`config.mk`:
```
export PLATFORM = sky130hd
export DESIGN_NAME = round_robin
export DESIGN_NICKNAME = d
export VERILOG_FILES = /design/src/rtl/round_robin.sv
export SDC_FILE = /design/constraint.sdc
export NUM_CORES = 1
export LEC_CHECK = 0
export CAP_MARGIN = 25
export CORE_MARGIN = 3
export CORE_UTILIZATION = 52
export DETAILED_ROUTE_END_ITERATION = 6
export HOLD_SLACK_MARGIN = 0.02
export PLACE_DENSITY_LB_ADDON = 0.25
export SETUP_SLACK_MARGIN = 0.02
export SLEW_MARGIN = 20
export SYNTH_ARGS = -nofsm -noshare
export SYNTH_HDL_FRONTEND = slang
export SYNTH_SLANG_ARGS = --single-unit
```
`constraint.sdc`:
```
create_clock -name clk -period 7.35 [get_ports clk]
set_clock_uncertainty 0.2 [all_clocks]
set_input_delay 1.47 -clock clk [delete_from_list [all_inputs] [get_ports clk]]
set_output_delay 1.47 -clock clk [all_outputs]
set_load 0.01 [all_outputs]
```
`src/rtl/round_robin.sv`:
```
// Five-input round-robin arbiter for one router output port; select drives the crossbar mux.
// Optional packet lock is enabled by defining RR_LOCK_EN.
module round_robin (
    input  logic       clk,
    input  logic       rst,
    input  logic [2:0] request_L,
    input  logic [2:0] request_N,
    input  logic [2:0] request_E,
    input  logic [2:0] request_S,
    input  logic [2:0] request_W,
    input  logic [2:0] direction,
    output logic [2:0] select
);

    localparam logic [2:0] CODE_NONE = 3'b000;
    localparam logic [2:0] CODE_W    = 3'b101;

    logic [2:0] select_q, select_d;
    logic [2:0] last_q, last_d;
    logic       dir_valid;
    logic [4:0] elig;        // bit 0 = L ... bit 4 = W
    logic [2:0] last_idx;
    logic [3:0] cand;
    logic       found;
    logic       hold;

    assign dir_valid = (direction >= 3'b001) && (direction <= 3'b101);

    always_comb begin
        elig[0] = dir_valid && (request_L == direction);
        elig[1] = dir_valid && (request_N == direction);
        elig[2] = dir_valid && (request_E == direction);
        elig[3] = dir_valid && (request_S == direction);
        elig[4] = dir_valid && (request_W == direction);
    end

    // The currently granted input still asks for this output.
    always_comb begin
        hold = 1'b0;
        case (select_q)
            3'b001:  hold = elig[0];
            3'b010:  hold = elig[1];
            3'b011:  hold = elig[2];
            3'b100:  hold = elig[3];
            3'b101:  hold = elig[4];
            default: hold = 1'b0;
        endcase
    end

    // select is valid for exactly the cycle after the sampling edge; no handshake.
    always_comb begin
        select_d = CODE_NONE;
        last_d   = last_q;
        found    = 1'b0;
        cand     = 4'd0;
        last_idx = last_q - 3'd1;
        for (int k = 1; k <= 5; k++) begin
            cand = {1'b0, last_idx} + 4'(k);
            if (cand >= 4'd5) begin
                cand = cand - 4'd5;
            end
            if (!found && elig[cand[2:0]]) begin
                found    = 1'b1;
                select_d = cand[2:0] + 3'd1;
                last_d   = cand[2:0] + 3'd1;
            end
        end
`ifdef RR_LOCK_EN
        if (hold) begin
            select_d = select_q;
            last_d   = last_q;
        end
`else
        if (hold) begin
            // Without the lock every cycle re-arbitrates; hold is unused.
            select_d = select_d;
        end
`endif
    end

    always_ff @(posedge clk) begin
        if (!rst) begin
            select_q <= CODE_NONE;
            last_q   <= CODE_W;
        end else begin
            select_q <= select_d;
            last_q   <= last_d;
        end
    end

    assign select = select_q;

endmodule

```
==> flow_summary.ini, run 1 <==
[critical_path]
critPathMaxStageDelay_ns = 0.80
crit_chain = inv_1 > ha_1 > xor2_2 > inv_4 > ha_1 > a211oi_1 > xnor2_1 > inv_1 > or4_1 > nand3_1 > o21ai_0 > a22o_1 > and3_1 > a41oi_1
crit_arrival_ns = 4.90
reg2regPathDepth = 14
cp.depth = 14
cp-start-kind = register
worstSetupPathType = register to register
crit_slowest_cell = dfxtp_1
critPathMaxFanout = 23
worstSetupEndpointType = register
worstPathRequired_ns = 7.31
path_buf_inv = 3
critPathTopFamily = simple AND/OR/NAND/NOR gates

[clock_network]
cts_root_buf = clkbuf_4
clockBufferDepth = 2
cts.reportedPaths.clkPinSlew_ns = 0.05
cts_made_buffers = 3
post-cts-setup-buffers = 0
cts-resized-gates = 0
cts_num_sinks = 6
clock_latency_ns = 0.24
cts-htree-levels = 1
cts_hold_buf = 0
cts_tree = built

[timing]
layout_worst_path_cycle_share = 0.6725
clock.fmax_mhz = 202.3
min_period_ns = 4.943
relSlewSlack = 0.4958
final.setup.worst_slack_ns = 2.407
grt_setup_unrepaired = false
tightestPinTransition_ns = 0.7553
hold_viol_final = 0
finalSetupTns_ns = 0
slew_violations = 0
setup_viol = 0

[final_layout]
drive_gt1_frac = 0.06161
final_common_cell = clkdlybuf4s50_1
num-fill-cells = 224
fin_cells = 241
area_growth_pct = 16.81
final_cell_mix = clkdlybuf4s50_1 (22), nand3_1 (20), nand2_1 (14), o21ai_0 (12), nor2_1 (12)
antennaDiodeCount = 0
nets = 242
post-route-util = 0.6524

[power]
powerDensity_nw_per_um2 = 465.3
irDropWorstVdd_mv = 0.3294
power.total_w = 0.0007725
cellLeakagePower_nw = 0.6524

[grt]
grt_max_degree = 24
grt_pass1_vias = 1628
overflow = 0
antenna_found_initial = 0
gr-usage-all-layers = 0.2655
grt_pass1_wl_um = 7265

[yosys]
synth_cells = 197
ys.flop_type = dfxtp_1
synth-seq-cells = 6
synth_edf_count = 0
synthArstFlopShare = 0
synth_top_area_cell = dfxtp_1
ys_warn_count = 0
ys_top_cells_by_area = dfxtp_1 (8.5%), ha_1 (7.9%), nand3_1 (7.0%)
synth_area_um2 = 1421
syn_nets = 226
synth.distinct_cells = 58
yosysSeqAreaShare = 0.08451
syn-mean-instance-area_um2 = 7.215
synth_top_area_frac = 0.08451

[drt]
drt_wl_total_um = 4229
ant_nets = 0
drt-wirelength-per-cell_um = 17.55
drc = 0
vias_per_cell = 6.809
vias = 1641
dr.pass1.iters = 4
dr.first_iter.drc_count = 149

[place]
io_buffers = 22
place_congestion = 0.9246
dpl.hpwl_um = 3263
dp_cells = 238
pre_cts_ws_ns = 2.378

[hold_path]
hp-class = register to register
min_path_cells = 3

[floorplanning]
die_w_um = 58.28
row_count = 18
start_util = 0.5585
die_h_um = 58.28
die_area_um2 = 3397
io_pins = 23
core_um2 = 2545

[run]
maxCapViolations = 0

[run_status]
run_status = finished, final reports clean
-- cell usage after synthesis, types with 2 or more instances --
master	instances
a211oi_1	6
a211o_1	2
dfxtp_1	6
o31a_1	2
nand4_1	2
nor4b_1	2
and3_1	4
nor4bb_1	10
nand3_1	20
nor2_1	12
ha_1	9
and2_1	3
nor3b_1	2
a21boi_0	2
clkbuf_1	10
mux2i_1	3
xnor2_1	11
a31oi_1	3
inv_1	6
o211ai_1	2
o2111ai_1	5
nand2b_1	5
a21oi_1	8
nand2_1	14
nor2b_1	4
o21ai_0	12
-- worst register-to-register path: cells and delay by family, from the launching register on --
family                   cells  cell delay, ns
adder cells (fa/ha/maj)      2            0.81
flip-flops                   1            0.80
AND/OR/NAND/NOR              3            0.89
XOR/XNOR                     2            0.72
buffers and inverters        3            0.61
AO/OA/AOI/OAI                4            0.85
-- sequential cells by signal, summed over array words and instances (netlist names) --
name,cells
last_q,3
select,3
-- final cells by class --
| cell class | count | area [µm²] | share of cell area |
|---|---|---|---|
| Multi-Input combinational cell | 173 | 1231 | 0.7415 |
| Timing Repair Buffer | 22 | 220.2 | 0.1326 |
| Sequential cell | 6 | 120.1 | 0.07234 |
| Tap cell | 30 | 37.54 | 0.02261 |
| Inverter | 7 | 28.78 | 0.01733 |
| Clock buffer | 3 | 22.52 | 0.01356 |
-- metrics by stage --
step / area (µm²) / hold slack, ns
after floorplan: 1421 / 0.4369
after global placement: 1638 / 0.5164
after global routing: 1660 / 0.5823
final: 1660 / 0.5473
after CTS: 1660 / 0.5491
after detailed placement: 1638 / 0.5409
-- logic make-up after synthesis --
kind of cell / Yosys count / share of synthesized area
AO/OA/AOI/OAI: 58 / 0.2896
XOR/XNOR: 13 / 0.08539
adder cells (fa/ha/maj): 9 / 0.07923
buffers and inverters: 18 / 0.04930
flip-flops: 6 / 0.08451
multiplexers: 5 / 0.03961
AND/OR/NAND/NOR: 88 / 0.3724
-- where the power goes --
part	leakage, nW	total [W]	switching [W]	internal [W]
sequential	0.0497	0.0000718	0.0000249	0.0000470
combinational	0.589	0.000672	0.000393	0.000279
clock	0.0138	0.0000286	0.0000102	0.0000184
-- path summary, 6_finish.rpt --
kind         startpoint   endpoint  slack (ns)
min           last_q[1]  last_q[1]        0.55
max reg2reg   last_q[0]  last_q[0]        2.41
min reg2reg   last_q[1]  last_q[1]        0.55
max           last_q[0]  last_q[0]        2.41
-- per-layer routing --
metal / track usage / wire (µm)
met5: 0 / 0
met4: 0.07616 / 136
met3: 0.04232 / 332
met2: 0.4290 / 1924
met1: 0.3614 / 1835
Note: power is estimated with default switching activity, not from simulation.
==> run 2: changes to the inputs <==
clock period = 4.9 ns   (was 7.35 ns; I/O delays follow)
==> run 2 against run 1 <==
  * Worst hold slack worse by 0.055 ns
  * Register-to-register slack worse by 1.7 ns
  * Power is 49% higher
  * Combinational power is 50% higher
  * Cell count is 1.2% higher
  * Global-route usage is 0.96 points lower
  * Largest power group unchanged
==> flow_summary.ini, run 2 (synthesis gave the netlist of run 1 again) <==
[run_status]
run_status = finished, final reports clean

[clock_network]
cts-resized-gates = 0
cts_num_sinks = 6
cts_tree = built
clockBufferDepth = 2
cts.reportedPaths.clkPinSlew_ns = 0.05
cts_root_buf = clkbuf_4
cts_hold_buf = 0
clock_latency_ns = 0.24
post-cts-setup-buffers = 0
cts-htree-levels = 1
cts_made_buffers = 3

[critical_path]
cp-start-kind = input pin
path_buf_inv = 1
critPathMaxStageDelay_ns = 0.67
timing.rr.end = last_q[0]
critPathMaxFanout = 6
crit_chain = clkdlybuf4s50_1 > nor3b_1 > nand3_1 > and2_1 > nor4b_1 > a211oi_1 > and2_1 > a221o_1 > o21ai_0 > o2111ai_1
r2r-start = last_q[1]
worstSetupEndpointType = register
critPathTopFamily = simple AND/OR/NAND/NOR gates
cp_common_cell = and2_1
worstPathRequired_ns = 4.79
worstSetupPathType = input pin to register
reg2regPathDepth = 14
rrSetupSlack_ns = 0.69
crit_arrival_ns = 4.17
crit_slowest_cell = clkdlybuf4s50_1

[timing]
holdWs_ns = 0.4926
hold_viol_final = 0
slew_violations = 0
relSlewSlack = 0.5659
layout_worst_path_cycle_share = 0.8728
tightestPinTransition_ns = 0.6497
setup_viol = 0
clock.fmax_mhz = 233.8
finalSetupTns_ns = 0
grt_setup_unrepaired = false
min_period_ns = 4.277

[floorplanning]
die_w_um = 58.28
io_pins = 23
core_um2 = 2545
start_util = 0.5585
die_h_um = 58.28
die_area_um2 = 3397
row_count = 18

[grt]
overflow = 0
gr-usage-all-layers = 0.2559
grt_max_degree = 23
antenna_found_initial = 0
grt_pass1_wl_um = 6906
grt_pass1_vias = 1441

[place]
io_buffers = 22
dpl.hpwl_um = 3200
place_congestion = 0.9258

[drt]
dr.first_iter.drc_count = 113
vias = 1601
drt-wirelength-per-cell_um = 16.44
drc = 0
drt_wl_total_um = 4012
dr.pass1.iters = 4
vias_per_cell = 6.561
ant_nets = 0

[final_layout]
final_common_cell = clkdlybuf4s50_1
nets = 245
antennaDiodeCount = 0
final_cell_mix = clkdlybuf4s50_1 (22), nand3_1 (20), nand2_1 (14), o21ai_0 (12), nor2_1 (12)
area_growth_pct = 18.40
drive_gt1_frac = 0.07477

[power]
powerDensity_nw_per_um2 = 683.3
irDropWorstVdd_mv = 0.4915
cellLeakagePower_nw = 0.6666

[hold_path]
min_path_cells = 3
min_to = last_q[1]
hp-class = register to register
min_from = last_q[1]

[run]
maxCapViolations = 0
## run 2: cell types whose count changed in the layout (fill, tap and decap cells not counted)
cell / delta
buf_4: +3
## run 2: layout make-up
type	count	area (µm²)
multi-input combinational	173	1231
inverter	7	28.78
timing repair buffer	25	242.7
sequential	6	120.1
fill	231	862.1
tap	30	37.54
clock buffer	3	22.52
## run 2: worst min-delay path: stages (launching register included)
cell,delay [ns]
dfxtp_1,0.35
nand3_1,0.08
nor2_1,0.04
a31o_1,0.17
## run 2: worst max path at each step
| stage | endpoint | slack, ns | startpoint | depth (start not counted) |
|---|---|---|---|---|
| 5_1_grt | last_q[0] | 0.31 | last_q[1] | 14 |
| 6_report | last_q[2] | 0.62 | direction[0] | 10 |
| 2_1_floorplan | last_q[1] | 1.25 | last_q[0] | 13 |
| 3_5_place_dp | last_q[2] | 0.41 | direction[0] | 10 |
| 3_3_place_gp | select[2] | 0.51 | direction[0] | 10 |
| 4_1_cts | last_q[2] | 0.65 | direction[0] | 10 |
## run 2: layer usage
layer	wire length, µm	up-vias	global-route usage
li1	-	798	-
met1	1804	735	0.3802
met2	1885	64	0.4019
met3	298	4	0.04454
met4	24	0	0.01325
met5	0	-	0
## run 2: report_power, final
group	total [W]	internal, W	switching (W)
clock	0.0000446	0.0000277	0.0000169
sequential	0.0000914	0.0000705	0.0000209
combinational	0.00101	0.000429	0.000585
total	0.00115	0.000527	0.000623
## run 2: through the flow
step	cells	worst slack, ns	util	cell area [µm²]	total power, W
CTS	244	0.6542	0.6613	1683	0.001135
finish	244	0.6233	0.6613	1683	0.001150
detailed placement	241	0.4146	0.6524	1660	0.001081
floorplan	197	1.249	-	1421	0.0008705
global placement	241	0.5138	0.6524	1660	0.001046
global route	244	0.3077	0.6613	1683	0.001263
==> run 3: changes to the inputs <==
SLEW_MARGIN = 0   (was 20)
==> results of run 3 <==
No change in the layout: final DEF, timing and power equal those of run 2.
